File: src/rtl/std_mem_reader_pkg.sv
// std_mem_reader_pkg
//   Shared definitions for the 1-D memory reader: the controller state
//   encoding and the address wrap helper used when walking the memory.
package std_mem_reader_pkg;

  // Controller states: waiting for go, streaming words, completion pulse.
  typedef enum logic [1:0] {
    IDLE = 2'd0,
    READ = 2'd1,
    FIN  = 2'd2
  } state_t;

  // Next address in a walk over a memory of 'size' words. The wrap point is
  // the memory size, which may be smaller than the address space.
  function automatic int unsigned next_addr(input int unsigned cur,
                                            input int unsigned size);
    return (cur == size - 32'd1) ? 32'd0 : cur + 32'd1;
  endfunction

endpackage

File: src/rtl/std_mem_reader_out_stage.sv
// std_mem_reader_out_stage
//   One-entry valid/ready register slice placed between the memory read path
//   and the output stream. It accepts a new word whenever it is empty or is
//   handing its current word downstream in the same cycle, so a stream with
//   a permanently ready consumer keeps full throughput.
//   Only compiled when STD_MEM_D1_READER_OUT_REG_EN is defined, since it is
//   only instantiated in that configuration.
// Ports:
//   clk, rst_n          clock, asynchronous active-low reset
//   i_valid/o_ready     upstream handshake (o_ready = slice can take a word)
//   i_data/i_last       upstream payload and end-of-transfer marker
//   o_valid/i_ready     downstream handshake
//   o_data/o_last       registered payload and end-of-transfer marker
`ifdef STD_MEM_D1_READER_OUT_REG_EN
module std_mem_reader_out_stage #(
  parameter int WIDTH = 32
) (
  input  logic             clk,
  input  logic             rst_n,
  input  logic             i_valid,
  output logic             o_ready,
  input  logic [WIDTH-1:0] i_data,
  input  logic             i_last,
  output logic             o_valid,
  input  logic             i_ready,
  output logic [WIDTH-1:0] o_data,
  output logic             o_last
);

  logic             r_valid;
  logic [WIDTH-1:0] r_data;
  logic             r_last;
  logic             w_load;

  assign o_ready = !r_valid || i_ready;
  assign w_load  = i_valid && o_ready;

  always_ff @(posedge clk or negedge rst_n) begin
    if (!rst_n) begin
      r_valid <= 1'b0;
      r_data  <= '0;
      r_last  <= 1'b0;
    end else if (w_load) begin
      r_valid <= 1'b1;
      r_data  <= i_data;
      r_last  <= i_last;
    end else if (i_ready) begin
      r_valid <= 1'b0;
    end
  end

  assign o_valid = r_valid;
  assign o_data  = r_data;
  assign o_last  = r_last;

endmodule
`endif

File: src/rtl/std_mem_d1_reader.sv
// std_mem_d1_reader
//   Drains a contiguous, wrapping address range of a 1-D memory onto a
//   valid/ready stream, started by go and finished with a done pulse.
//   Configuration macro: STD_MEM_D1_READER_OUT_REG_EN inserts a one-entry
//   register slice on the output stream (first beat one cycle later, no
//   combinational path from mem_read_data to out_data).
// Ports:
//   clk, reset_n                 clock, asynchronous active-low reset
//   go, base_addr, len           start request and range (sampled in IDLE)
//   mem_addr0, mem_write_data,
//   mem_write_en, mem_read_data  memory initiator port (read only)
//   out_data/out_valid/out_ready/out_last   output stream
//   busy, done, err              status; err qualifies done
module std_mem_d1_reader
  import std_mem_reader_pkg::*;
#(
  parameter int WIDTH    = 32,
  parameter int SIZE     = 16,
  parameter int IDX_SIZE = 4
) (
  input  logic                clk,
  input  logic                reset_n,
  input  logic                go,
  input  logic [IDX_SIZE-1:0] base_addr,
  input  logic [IDX_SIZE:0]   len,
  output logic [IDX_SIZE-1:0] mem_addr0,
  output logic [WIDTH-1:0]    mem_write_data,
  output logic                mem_write_en,
  input  logic [WIDTH-1:0]    mem_read_data,
  output logic [WIDTH-1:0]    out_data,
  output logic                out_valid,
  input  logic                out_ready,
  output logic                out_last,
  output logic                busy,
  output logic                done,
  output logic                err
);

  localparam logic [IDX_SIZE:0] SIZE_W  = (IDX_SIZE+1)'(SIZE);
  localparam logic [IDX_SIZE:0] REM_ONE = (IDX_SIZE+1)'(1);
  localparam logic [IDX_SIZE:0] REM_TWO = (IDX_SIZE+1)'(2);
  localparam int unsigned       SIZE_U  = SIZE;

  state_t              r_state;
  logic [IDX_SIZE-1:0] r_cur;
  logic [IDX_SIZE:0]   r_rem;     // words still to be fetched from memory
  logic                r_valid;   // fetch-side stream valid
  logic                r_last;    // fetch-side word is the final one
  logic                r_done;
  logic                r_err;
  logic                r_err_q;   // error result latched with go
  logic                r_hold;    // empty transfer: one extra cycle before done

  logic [IDX_SIZE:0]   w_len_clip;
  logic                w_base_bad;
  logic                w_s_ready;
  logic                w_s_beat;
  logic                w_end;

  assign w_len_clip = (len > SIZE_W) ? SIZE_W : len;
  assign w_base_bad = ({1'b0, base_addr} >= SIZE_W);
  assign w_s_beat   = r_valid && w_s_ready;
  // The transfer ends when the final word leaves the block, which with the
  // register slice is later than when it was fetched.
  assign w_end      = out_valid && out_ready && out_last;

`ifdef STD_MEM_D1_READER_OUT_REG_EN
  std_mem_reader_out_stage #(
    .WIDTH (WIDTH)
  ) u_out_stage (
    .clk     (clk),
    .rst_n   (reset_n),
    .i_valid (r_valid),
    .o_ready (w_s_ready),
    .i_data  (mem_read_data),
    .i_last  (r_last),
    .o_valid (out_valid),
    .i_ready (out_ready),
    .o_data  (out_data),
    .o_last  (out_last)
  );
`else
  assign w_s_ready = out_ready;
  assign out_valid = r_valid;
  assign out_last  = r_last;
  // Forced to zero when no word is presented so reset leaves out_data at 0.
  assign out_data  = r_valid ? mem_read_data : '0;
`endif

  always_ff @(posedge clk or negedge reset_n) begin
    if (!reset_n) begin
      r_state <= IDLE;
      r_cur   <= '0;
      r_rem   <= '0;
      r_valid <= 1'b0;
      r_last  <= 1'b0;
      r_done  <= 1'b0;
      r_err   <= 1'b0;
      r_err_q <= 1'b0;
      r_hold  <= 1'b0;
    end else begin
      case (r_state)
        IDLE: begin
          if (go) begin
            if (w_base_bad) begin
              r_state <= FIN;
              r_err_q <= 1'b1;
              r_hold  <= 1'b1;
            end else if (len == '0) begin
              r_state <= FIN;
              r_err_q <= 1'b0;
              r_hold  <= 1'b1;
            end else begin
              r_state <= READ;
              r_cur   <= base_addr;
              r_rem   <= w_len_clip;
              r_valid <= 1'b1;
              r_last  <= (w_len_clip == REM_ONE);
              r_err_q <= 1'b0;
            end
          end
        end
        READ: begin
          if (w_s_beat) begin
            r_rem   <= r_rem - REM_ONE;
            r_last  <= (r_rem == REM_TWO);
            r_valid <= (r_rem != REM_ONE);
            // The address stays on the final word so mem_addr0 holds it
            // through FIN and IDLE.
            if (r_rem != REM_ONE) begin
              r_cur <= IDX_SIZE'(next_addr(32'(r_cur), SIZE_U));
            end
          end
          if (w_end) begin
            r_state <= FIN;
            r_done  <= 1'b1;
            r_err   <= 1'b0;
          end
        end
        FIN: begin
          if (r_hold) begin
            r_hold <= 1'b0;
            r_done <= 1'b1;
            r_err  <= r_err_q;
          end else begin
            r_done  <= 1'b0;
            r_err   <= 1'b0;
            r_state <= IDLE;
          end
        end
        default: r_state <= IDLE;
      endcase
    end
  end

  assign mem_addr0      = r_cur;
  assign mem_write_data = '0;
  assign mem_write_en   = 1'b0;
  assign busy           = (r_state != IDLE);
  assign done           = r_done;
  assign err            = r_err;

endmodule

File: config.mk
export PLATFORM = sky130hd
export DESIGN_NAME = std_mem_d1_reader
export DESIGN_NICKNAME = d
export VERILOG_FILES = /design/src/rtl/std_mem_reader_pkg.sv /design/src/rtl/std_mem_reader_out_stage.sv /design/src/rtl/std_mem_d1_reader.sv
export SDC_FILE = /design/constraint.sdc
export NUM_CORES = 1
export LEC_CHECK = 0
export CAP_MARGIN = 20
export CORE_ASPECT_RATIO = 0.8
export CORE_MARGIN = 1
export CORE_UTILIZATION = 35
export DETAILED_ROUTE_END_ITERATION = 8
export GPL_ROUTABILITY_DRIVEN = 0
export PLACE_DENSITY = 0.86
export SKIP_CTS_REPAIR_TIMING = 1
export SLEW_MARGIN = 20
export SYNTH_ARGS = -nofsm -noshare
export SYNTH_HDL_FRONTEND = slang
export SYNTH_SLANG_ARGS = --single-unit
File: constraint.sdc
create_clock -name clk -period 2.83 [get_ports clk]
set_input_delay 0.566 -clock clk [delete_from_list [all_inputs] [get_ports clk]]
set_output_delay 0.566 -clock clk [all_outputs]
set_load 0.05 [all_outputs]
==> flow_summary.yaml <==
run_status:
  status: "complete, no violations"
yosys:
  synth_edf_count: 0
  yosys-mux-area-fraction_pct: 3.48
  synth.cell_area_um2: 1440
  synthAdderAreaFrac_pct: 3.48
  yosys_register_bits: 15
  synth_compound_area_share_pct: 12.6
  ys_warn_count: 0
  main_flop_type_after_synthesis: "dfrtp_1"
  main_combinational_cell_family_by_area_after_synthesis: "simple AND/OR/NAND/NOR gates"
  syn_area_per_cell_um2: 8.32
  synth-seq-area-share_pct: 26.1
  post_synthesis_cells: 173
  synthDistinctLibCells: 39
  yosys.area_share.simple_pct: 31.5
  synthesized_area_fraction_occupied_by_xor_and_xnor_cells_pct: 0
  synth_async_sr_flop_share_pct: 100
detailed_routing:
  vias: 1367
  avgRoutedWirePerCell_um: 11.9
  drc: 0
  drt_pre_antenna_iters: 4
  remaining_antenna_violation_count: 0
  drt_first_iter_violations: 139
  drt-total-wl_mm: 3.66
  number_of_vias_per_cell_after_detailed_routing: 4.44
cells_and_area:
  signed_area_change_from_the_synthesized_netlist_to_the_final_layout_pct: 49.1
  antenna_cells: 0
  final_area_um2: 2150
  drive_above_1_share_pct: 17.8
  layout_net_count: 303
  post_layout_cell_count: 308
critical_path:
  critPathMaxStageDelay_ns: 0.80
  cp_num_buf_inv: 2
  worst_setup_path_start_kind: "flop"
  path_depth: 3
  crit_required_ns: 2.26
  timing_worst_setup_path_type: "flop to output pin"
  worst-endpoint-arrival_ns: 1.76
  crit_fanout: 11
  critical-path-slowest-cell: "clkdlybuf4s50_1"
  critical_path.cell_chain: "nor2_2 -> inv_2 -> clkdlybuf4s50_1"
  critical-path-top-delay-family: "buffers and inverters"
  timing.reg2reg.worst_path_depth: 4
  cp-end-kind: "output pin"
timing:
  finalWorstPathRequiredPeriod_ns: 2.32
  final_min_period_over_clock_period_pct: 82.1
  totalNegativeSetupSlack_ns: 0
  fin_worst_skew_ns: 0.00453
  setup_viol: 0
  slew_of_the_pin_with_the_lowest_slew_margin_ns: 0.692
  worst_hold_slack_ns: 0.552
  final_max_slew_viol_count: 0
  fmax_achieved_mhz: 430
  grt_setup_unrepaired: "false"
  timing.slew.headroom_pct: 53.7
  finalHoldViolations: 0
place:
  placedCellCount: 304
  placement.io_buffers: 84
  dpl_cell_area_um2: 2100
  dp_hpwl_mm: 2.96
clock_tree:
  cts-buffers-inserted: 3
  clkSinkCount: 15
  htree_levels: 1
  clkLatencyLatePin_ns: 0.25
  tritoncts: "yes"
  clock_tree.buffer_depth: 2
  path_clk_slew_ns: 0.07
  cts-root-buf: "clkbuf_8"
floorplan:
  floorplan.die.height_um: 59.4
  die_width_um: 73.7
  die_area_um2: 4380
  top_level_ports: 119
  floorplan.initialDensity_pct: 37.1
  placement_rows: 20
  core_region_area_um2: 3880
job:
  maxCapViolations: 0
global_routing:
  antenna_found_initial: 0
  grt_pass1_vias: 1216
  grt.total_usage_pct: 17.2
  grt-ovfl-total: 0
  grt_max_degree: 36
  grt_pass1_wl_mm: 5.78
pwr:
  peakVddDrop_mv: 0.549
  power.density_cell_area_nw_per_um2: 1060
  total_leakage_power_nw: 0.990
  design_power_total_mw: 2.28
hold_path:
  min-delay-path-class: "flop to flop"
  min_path_cells: 2
## where the power goes
| group | total [mW] | switching (mW) | internal [mW] |
|---|---|---|---|
| combinational | 1.69 | 1.12 | 0.564 |
| sequential | 0.413 | 0.108 | 0.305 |
| clock | 0.182 | 0.0826 | 0.0991 |
| total | 2.28 | 1.31 | 0.968 |
## tightest hold or removal path: stages, from the launching register on
cell	delay, ns
dfrtp_1	0.37
nand2b_1	0.06
nand3_1	0.08
## final cells by class
type,instances,area (um^2)
clock buffers,3,41.3
inverters,4,15.0
clock inverters,1,7.51
repair buffers,86,776
fillers,366,1730
multi-input cells,144,863
flip-flops and latches,15,375
well taps,55,68.8
## through the flow
step                worst slack, ns  util [%]
floorplan                     0.868         -
global placement              0.378      54.1
detailed placement            0.311      54.1
CTS                           0.500      55.4
global route                  0.437      55.4
finish                        0.506      55.4
## cells in the final DEF, fill, tap and decap left out, drive strengths merged, types with 6 or more instances in the layout
cell type,Yosys,layout
clkdlybuf4s50,0,52
conb,1,34
buf,39,34
and2,32,32
dfrtp,15,15
o21ai,9,9
a21oi,8,8
nor2,8,8
nand3,7,7
nor3,6,6
## kinds of logic (layout without fill, tap and decap cells)
family	after synthesis	after routing
AO/OA/AOI/OAI	28	28
adder cells (fa/ha/maj)	4	4
buffers and inverters	47	94
flip-flops	15	15
multiplexers	4	4
other	1	34
AND/OR/NAND/NOR	74	74
## sequential cells by signal (all words and copies together), names as in the netlist
name	cells
r_rem	5
out_valid	1
r_state	2
r_hold	1
done	1
mem_addr0	4
out_last	1
## worst paths after layout
| path | start | to | slack (ns) |
|---|---|---|---|
| worst max register to register | r_state[0] | r_rem[2] | 0.76 |
| worst min register to register | done | done | 0.55 |
| min in group asynchronous | reset_n | done | 0.73 |
| worst max-delay path | r_state[1] | busy | 0.51 |
| max in group asynchronous | reset_n | out_last | 1.66 |
| worst min-delay path | done | done | 0.55 |
## synthesized netlist by cell type, types with 2 or more instances
cell	number	share of area [%]
a21oi_1	8	2.8
a2bb2oi_1	2	1.2
and2_1	32	14
and3_1	2	0.87
buf_2	2	0.70
buf_4	35	18
buf_6	2	1.6
clkbuf_1	4	1.0
dfrtp_1	15	26
ha_1	4	3.5
inv_1	3	0.78
mux2_4	2	2.1
mux2i_1	2	1.4
nand2_1	4	1.0
nand2b_1	3	1.3
nand3_1	7	2.4
nor2_1	7	1.8
nor3_1	6	2.1
nor3b_1	3	1.6
o21ai_1	8	2.8
o31ai_1	2	1.0
o32a_1	2	1.4
or2_1	2	0.87
## per-layer routing
layer / routed length (um) / vias up / track usage (%)
li1: - / 677 / -
met1: 1610 / 633 / 22.8
met2: 1820 / 55 / 28.8
met3: 200 / 2 / 3.57
met4: 31 / 0 / 4.12
met5: 0 / - / 0
(Power assumes the default switching activity.)
